`src/rtl/fifo_drain_pkg.sv`:
```
// fifo_drain_pkg
// Shared types, sizing constants and helpers for the FIFO drain serializer.
// Contents:
//   drain_state_t  FSM state encoding (IDLE, SEND, PARITY)
//   BEATS          output beats per FIFO word at the default widths
//   BEAT_CNT_W     width of the beat counter (never less than 1 bit)
//   parity_beat()  builds the trailing parity beat for a word
// PARITY is only reachable when DRAIN_PARITY_EN is defined.
package fifo_drain_pkg;

  localparam int DRAIN_DATA_W = 40;
  localparam int DRAIN_OUT_W  = 8;
  localparam int BEATS        = DRAIN_DATA_W / DRAIN_OUT_W;
  localparam int BEAT_CNT_W   = (BEATS > 1) ? $clog2(BEATS) : 1;

  typedef enum logic [1:0] {
    IDLE   = 2'd0,
    SEND   = 2'd1,
    PARITY = 2'd2
  } drain_state_t;

  // Even parity of the whole word in bit 0, all upper bits zero.
  function automatic logic [DRAIN_OUT_W-1:0] parity_beat(input logic [DRAIN_DATA_W-1:0] word);
    logic [DRAIN_OUT_W-1:0] beat;
    beat    = '0;
    beat[0] = ^word;
    return beat;
  endfunction

endpackage

```
`src/rtl/drain_shreg.sv`:
```
// drain_shreg
// Word-wide shift register feeding the output beats, LSB beat first.
// Ports:
//   clk        rising-edge clock
//   reset      asynchronous active-high clear
//   load       capture load_data (wins over shift)
//   shift      shift right by OUT_W with zero fill
//   load_data  DATA_W-bit word to capture
//   beat       lowest OUT_W bits, the beat currently on offer
module drain_shreg #(
  parameter int DATA_W = 40,
  parameter int OUT_W  = 8
) (
  input  logic              clk,
  input  logic              reset,
  input  logic              load,
  input  logic              shift,
  input  logic [DATA_W-1:0] load_data,
  output logic [OUT_W-1:0]  beat
);

  logic [DATA_W-1:0] data_q;

  // Load has priority so a reload on the final beat replaces the old word.
  always_ff @(posedge clk or posedge reset) begin
    if (reset) begin
      data_q <= '0;
    end else if (load) begin
      data_q <= load_data;
    end else if (shift) begin
      data_q <= data_q >> OUT_W;
    end
  end

  assign beat = data_q[OUT_W-1:0];

endmodule

```
`src/rtl/fifo_drain_serializer.sv`:
```
// fifo_drain_serializer
// Read-side controller for the word FIFO: pops words while draining is
// enabled and sends each one LSB-first as OUT_W-bit beats on a
// valid/ready stream.
// Ports:
//   clk, reset      clock and asynchronous active-high reset
//   drain_en        allow popping new words (a word in flight always finishes)
//   fifo_dataout    show-ahead FIFO head word, fifo_empty  FIFO empty flag
//   fifo_r_en       pop strobe, FIFO advances on the edge where it is high
//   out_data/out_valid/out_ready  beat stream toward the narrow link
//   busy            state is not IDLE
//   word_done       one-cycle pulse after the last beat of a word is taken
// Configuration macro: DRAIN_PARITY_EN adds a trailing even-parity beat.
module fifo_drain_serializer
  import fifo_drain_pkg::*;
#(
  parameter int DATA_W = DRAIN_DATA_W,
  parameter int OUT_W  = DRAIN_OUT_W
) (
  input  logic              clk,
  input  logic              reset,
  input  logic              drain_en,
  input  logic [DATA_W-1:0] fifo_dataout,
  input  logic              fifo_empty,
  output logic              fifo_r_en,
  output logic [OUT_W-1:0]  out_data,
  output logic              out_valid,
  input  logic              out_ready,
  output logic              busy,
  output logic              word_done
);

  localparam int NBEATS = DATA_W / OUT_W;
  localparam int CNT_W  = (NBEATS > 1) ? $clog2(NBEATS) : 1;
  localparam logic [CNT_W-1:0] LAST_BEAT = CNT_W'(NBEATS - 1);

  drain_state_t     state, state_next;
  logic [CNT_W-1:0] beat_cnt;
  logic [OUT_W-1:0] shreg_beat;
  logic             load, shift, done_set;
  logic             handshake, last_beat, pop_ok;

`ifdef DRAIN_PARITY_EN
  logic             parity_q;
  logic [OUT_W-1:0] pop_parity;
  assign pop_parity = parity_beat(fifo_dataout);
`endif

  drain_shreg #(.DATA_W(DATA_W), .OUT_W(OUT_W)) u_shreg (
    .clk       (clk),
    .reset     (reset),
    .load      (load),
    .shift     (shift),
    .load_data (fifo_dataout),
    .beat      (shreg_beat)
  );

  // Reset gates the pop so the FIFO never loses a word we are about to discard.
  assign pop_ok    = drain_en & ~fifo_empty & ~reset;
  assign handshake = out_valid & out_ready;
  assign last_beat = (beat_cnt == LAST_BEAT);
  assign busy      = (state != IDLE);

  always_comb begin
    out_valid = 1'b0;
    out_data  = '0;
    case (state)
      SEND: begin
        out_valid = 1'b1;
        out_data  = shreg_beat;
      end
`ifdef DRAIN_PARITY_EN
      PARITY: begin
        out_valid = 1'b1;
        out_data  = {{(OUT_W-1){1'b0}}, parity_q};
      end
`endif
      default: ;
    endcase
  end

  // End-of-word decision: either reload the next word in the same cycle
  // (no bubble between words) or fall back to IDLE.
  always_comb begin
    state_next = state;
    fifo_r_en  = 1'b0;
    load       = 1'b0;
    shift      = 1'b0;
    done_set   = 1'b0;
    case (state)
      IDLE: begin
        if (pop_ok) begin
          fifo_r_en  = 1'b1;
          load       = 1'b1;
          state_next = SEND;
        end
      end
      SEND: begin
        if (handshake) begin
          if (!last_beat) begin
            shift = 1'b1;
          end else begin
`ifdef DRAIN_PARITY_EN
            state_next = PARITY;
`else
            done_set = 1'b1;
            if (pop_ok) begin
              fifo_r_en = 1'b1;
              load      = 1'b1;
            end else begin
              state_next = IDLE;
            end
`endif
          end
        end
      end
`ifdef DRAIN_PARITY_EN
      PARITY: begin
        if (handshake) begin
          done_set = 1'b1;
          if (pop_ok) begin
            fifo_r_en  = 1'b1;
            load       = 1'b1;
            state_next = SEND;
          end else begin
            state_next = IDLE;
          end
        end
      end
`endif
      default: state_next = IDLE;
    endcase
  end

  always_ff @(posedge clk or posedge reset) begin
    if (reset) begin
      state <= IDLE;
    end else begin
      state <= state_next;
    end
  end

  // Beat counter restarts on every pop; word_done is registered so it lands
  // in the cycle after the final beat is accepted.
  always_ff @(posedge clk or posedge reset) begin
    if (reset) begin
      beat_cnt  <= '0;
      word_done <= 1'b0;
    end else begin
      word_done <= done_set;
      if (load) begin
        beat_cnt <= '0;
      end else if (shift) begin
        beat_cnt <= beat_cnt + CNT_W'(1);
      end
    end
  end

`ifdef DRAIN_PARITY_EN
  // Parity is captured from the word at pop, before the shifter mangles it.
  always_ff @(posedge clk or posedge reset) begin
    if (reset) begin
      parity_q <= 1'b0;
    end else if (load) begin
      parity_q <= pop_parity[0];
    end
  end
`endif

endmodule

```
`config.mk`:
```
export PLATFORM = sky130hd
export DESIGN_NAME = fifo_drain_serializer
export DESIGN_NICKNAME = d
export VERILOG_FILES = /design/src/rtl/fifo_drain_pkg.sv /design/src/rtl/drain_shreg.sv /design/src/rtl/fifo_drain_serializer.sv
export SDC_FILE = /design/constraint.sdc
export NUM_CORES = 1
export LEC_CHECK = 0
export ABC_AREA = 1
export CORE_ASPECT_RATIO = 1.25
export CORE_MARGIN = 5
export CORE_UTILIZATION = 30
export CTS_BUF_LIST = sky130_fd_sc_hd__clkbuf_4 sky130_fd_sc_hd__clkbuf_8
export DETAILED_ROUTE_END_ITERATION = 6
export HOLD_SLACK_MARGIN = 0.06
export SETUP_SLACK_MARGIN = 0.5
export SLEW_MARGIN = 20
export SYNTH_ARGS = -nofsm -noshare
export SYNTH_HDL_FRONTEND = slang
export SYNTH_SLANG_ARGS = --single-unit
```
`constraint.sdc`:
```
create_clock -name clk -period 2.4 [get_ports clk]
set_input_delay 0.48 -clock clk [delete_from_list [all_inputs] [get_ports clk]]
set_output_delay 0.48 -clock clk [all_outputs]
set_load 0.005 [all_outputs]
```
---- Word level (Yosys, flattened, before mapping) ----
Index checks and enable logic that the tools add are counted.
Widths: inputs -> output; s select.
word-level totals
  latch bits .............................. 0
  register bits ........................... 46
  logic and storage cells ................. 41
  memories kept ........................... 0
  bits in writable memories ............... 0
  output and inout bits ................... 12
  ROM bits ................................ 0
operators by class
  bitwise operators ....................... 5
  shifts and indexed selects .............. 0
  add/sub/neg operators ................... 1
  div/mod/pow operators ................... 0
  order comparisons ....................... 0
  muxes and demuxes ....................... 21
  reductions and logical operators ........ 4
  multipliers ............................. 0
  eq/ne operators ......................... 6
operators with widths
  operator             number
  $mux 40              2
  $mux 1               10
  $mux 2               4
  $mux 8               1
  $ne 2x2->1 const B   4
  $mux 3               2
  $pmux 2 s2           1
  $reduce_and 4->1     1
  $reduce_bool 2->1    2
  $add 3x1->3 const B  1
  $and 1x1->1          3
  $eq 3x3->1 const B   1
  $eq 2x1->1 const B   1
  $logic_not 2->1      1
  $not 1->1            2
  $pmux 1 s2           1

---- Longest topological paths before layout ----
  depth after elaboration ................. 8
  mapped depth ............................ 10
  gate-level depth less buffers ........... 8

---- Modules after synthesis ----
Synthesis repeated with hierarchy kept, for this count alone.
unflattened totals
  cells, all modules ...................... 300
  area total of the unflattened synthesis .. 2356.0 µm²
by module, submodules not included
  module                 area each (µm²)  instances  cells an instance
  drain_shreg            1983.2           1          243
  fifo_drain_serializer  372.9            1          57

---- Worst setup path after synthesis ----
Ideal clock, no wire load.
  path kind ............................... register to output
  start point ............................. register beat_cnt[0]
  end point ............................... output fifo_r_en
  data arrival time ....................... 1.265 ns
  slack ................................... 0.655 ns
  path buffers ............................ 1
  cell stages (with the launch flop) ...... 8
  cells stage by stage .................... dfrtp_1 > inv_1 > ha_1 > nand2_1 > o21bai_4 > nand2_1 > buf_2 > inv_2
between the ends
  longest elaborated chain between the ends .. 4
ends and longest elaborated chain
  element                   RTL line                      text
  start: declaration        fifo_drain_serializer.sv:38   logic [CNT_W-1:0] beat_cnt;
  start signal: assignment  fifo_drain_serializer.sv:154  beat_cnt <= beat_cnt + CNT_W'(1);
  $eq 3x3->1                fifo_drain_serializer.sv:61   assign last_beat = (beat_cnt == LAST_BEAT);
  $mux 1                    fifo_drain_serializer.sv:100  if (!last_beat) begin
  $mux 1                    fifo_drain_serializer.sv:99   if (handshake) begin
  $pmux 1 s2                fifo_drain_serializer.sv:90   case (state)
  end: declaration          fifo_drain_serializer.sv:25   output logic fifo_r_en,
No other way between the ends.

---- Worst setup path in the final report ----
  start point ............................. register beat_cnt[1]
  end point ............................... output fifo_r_en
The elaborated chain is that of the path after synthesis.

==> metrics <==
Final Slew Violations 0; most frequent cell after synthesis nand2_1; fmax between 0.5 and 0.6 GHz; FF-to-FF path depth 9; synthesized-area fraction occupied by and/or/nand/nor cells 0.401; RD Place Congestion 0.721; Seq pwr share 0.390; Compound-Gate Fraction of Synth Area 0.0132; GRT overflow 0; RSZ-0062 raised after global routing yes; Synth Area per Inst approximately 6.8 um2; Via Count 2309; Num CTS Buffers 5; XOR/XNOR share of the synthesized area 0.00354; drt pass-1 iters 4; Switching Share 0.373; Post-Syn Area 0.00247 mm2; CTS sink count 45; main combinational cell family by area after synthesis simple AND/OR/NAND/NOR gates; Final TNS setup 0 ns; Top cell by count, worst path inv_2; slowest cell on the critical path dfrtp_1; peak supply drop 0.000606 V; Core Region 0.00815 mm2; register area share after synthesis 0.455; post-synthesis adder-cell area fraction 0.0101; initial antenna violation count 0; full die area 0.0102 mm2; Crit. End Element output pin; clk_lat worst skew between 0.2 and 0.3 ns; ANT cells 0; Async SR Flop Fraction 1.00; combinational power share 0.457; share of the synthesized area in the top cell type 0.455; Area growth syn-to-layout 36.5%; first-pass GRT wire length 10.8 mm; worst reg-to-reg setup slack 0.60 ns; crit-path cells inv_2, ha_4, nand2_4, o21bai_4, nand2_2, inv_2, buf_2; Crit Path Max Fanout 3; crit start category flip-flop; Port-buffer cells 56; largest net degree at the start of global routing 75; NetSw 1.19 mW; Required @ worst endpoint 1.92 ns; Rel. slew slack 0.545; CTS Root Cell clkbuf_8; Internal 2.00 mW; # setup viols final 0; Fin. Hold Viols 0; met3 wire length 349 um; Post-synth top flop dfrtp_1; PwrDens 944 mW/mm2; crit path DAT approximately 1.4 ns; CTS tree yes; post-route minimum period between 1.5 and 2 ns; routed len/inst 12.0 um; fillers roughly 890; Crit Path Category reg2out; die height 112 um; DP HPWL 3.97 mm; Yosys reg bits 45; DRT antenna net count 0; initial core utilization 0.304; status complete, no violations; met1 wire length 2.82 mm; Synth Net Count roughly 400; Synth area leaders dfrtp_1, nand2_1, nand3_1; top post-synthesis cells by count nand2_1, nand3_1, inv_1; Tightest Pin Transition 0.683 ns; Hold WC Path Type in2async; Cells after Synth 363; Max Cap Viol 0; Tot GR Track Use 0.126; overall power around 3.2 mW; Yosys top cell by area dfrtp_1; share of cells above drive strength 1 0.103; Iter 0 DRT Violations 122; DRC 0; Setup Skew 0.00672 ns; Post-CTS Hold Buffers 0; number of global-route vias before repair approximately 2300; htree depth 2; CTS Buffer Depth 2; post-synthesis mux area share 0; via/cell ratio 4.41; clock slew seen by the registers of the worst setup and hold paths 0.08 ns; Routed met2 length about 3.1 mm; DR top layer met4; clock network fraction of design power 0.153; final WL 6.28 mm; die width between 90 and 100 um; unique cell type count in the Yosys netlist 15; Post-synth EDFFs 0; fin crit share 0.785; row count 37; IO Pins 57; nets@finish 473; P_leak slightly below 2 nW; Yosys warning total 0; CP peak stage delay about 0.39 ns
-- cell usage in the layout (no fill, tap or decap), types with 2 or more instances in the layout --
master           netlist  layout
nor2_1                 5       4
nand3_1               73      73
nand2_2                0       2
nand2_1              162     159
inv_1                 47      43
inv_2                  2       6
buf_12                 0       3
clkbuf_8               0       6
clkdlybuf4s50_1        0      51
buf_4                  2      19
dfrtp_1               45      45
dlygate4sd2_1          0       3
-- metrics by stage --
step	hold WS, ns	cell area [um2]	setup WS [ns]	utilization	std cells
6_report	0.411	3380	0.515	0.414	523
5_1_grt	0.436	3380	0.413	0.414	523
4_1_cts	0.404	3330	0.477	0.409	520
3_5_place_dp	0.488	3150	0.0119	0.387	501
3_3_place_gp	0.487	3150	0.0677	0.387	501
2_1_floorplan	0.469	2470	0.655	-	363
-- path summary, 6_finish.rpt --
check                                                    start                             end
worst max-delay path                   beat_cnt[1]$_DFFE_PP0P_                       fifo_r_en
worst min-delay path                                     reset            state[0]$_DFFE_PP0P_
worst max register to register         beat_cnt[1]$_DFFE_PP0P_   u_shreg.data_q[2]$_DFFE_PP0P_
worst min register to register  u_shreg.data_q[33]$_DFFE_PP0P_  u_shreg.data_q[33]$_DFFE_PP0P_
max in group asynchronous                                reset  u_shreg.data_q[27]$_DFFE_PP0P_
min in group clk                u_shreg.data_q[33]$_DFFE_PP0P_  u_shreg.data_q[33]$_DFFE_PP0P_
-- layout make-up --
type                       count  area [um2]  share of cell area
sequential                    45        1130               0.334
clock buffer                   7        90.1              0.0267
timing repair buffer          79         768               0.228
multi-input combinational    246        1090               0.322
tap                           97         121              0.0360
inverter                      49         184              0.0545
-- worst max-delay path, delay by kind of cell (launching register included) --
family	cells	cell delay, ns
AO/OA/AOI/OAI	1	0.16
adder cells (fa/ha/maj)	1	0.16
flip-flops	1	0.39
buffers and inverters	3	0.27
AND/OR/NAND/NOR	2	0.14
-- kinds of logic after synthesis --
group                      after synthesis
xor gates and xnor gates                 1
DFF                                     45
buffers and inverters                   72
AOI/OAI and AO/OA                        3
and+or+nand+nor                        240
adders and majority gates                2
-- sequential cells by signal, summed over array words and instances, names as in the netlist --
signal and cells:
u_shreg.data_q 40, beat_cnt 3, state 1, word_done 1
-- power groups by stage --
stage          logic (mW)  clock network [mW]  registers (mW)
4_1_cts              1.41               0.510            1.24
2_1_floorplan       0.885                   0            1.22
3_5_place_dp         1.34                   0            1.26
6_report             1.46               0.487            1.24
3_3_place_gp         1.32                   0            1.25
5_1_grt              1.67               0.538            1.29
-- routing by layer --
layer,vias to the layer above,track usage
met3,6,0.0297
met5,-,0
met1,1035,0.159
li1,1220,-
met4,0,0.0342
met2,48,0.214
-- repair_timing --
action / 4_1_cts / 5_1_grt
gates resized for setup: 11 / 7
buffers inserted: 12 / 3
pin swaps: 2 / 3
setup endpoints to repair: 40 / 40
No activity file was read; power rests on OpenSTA's default activity.
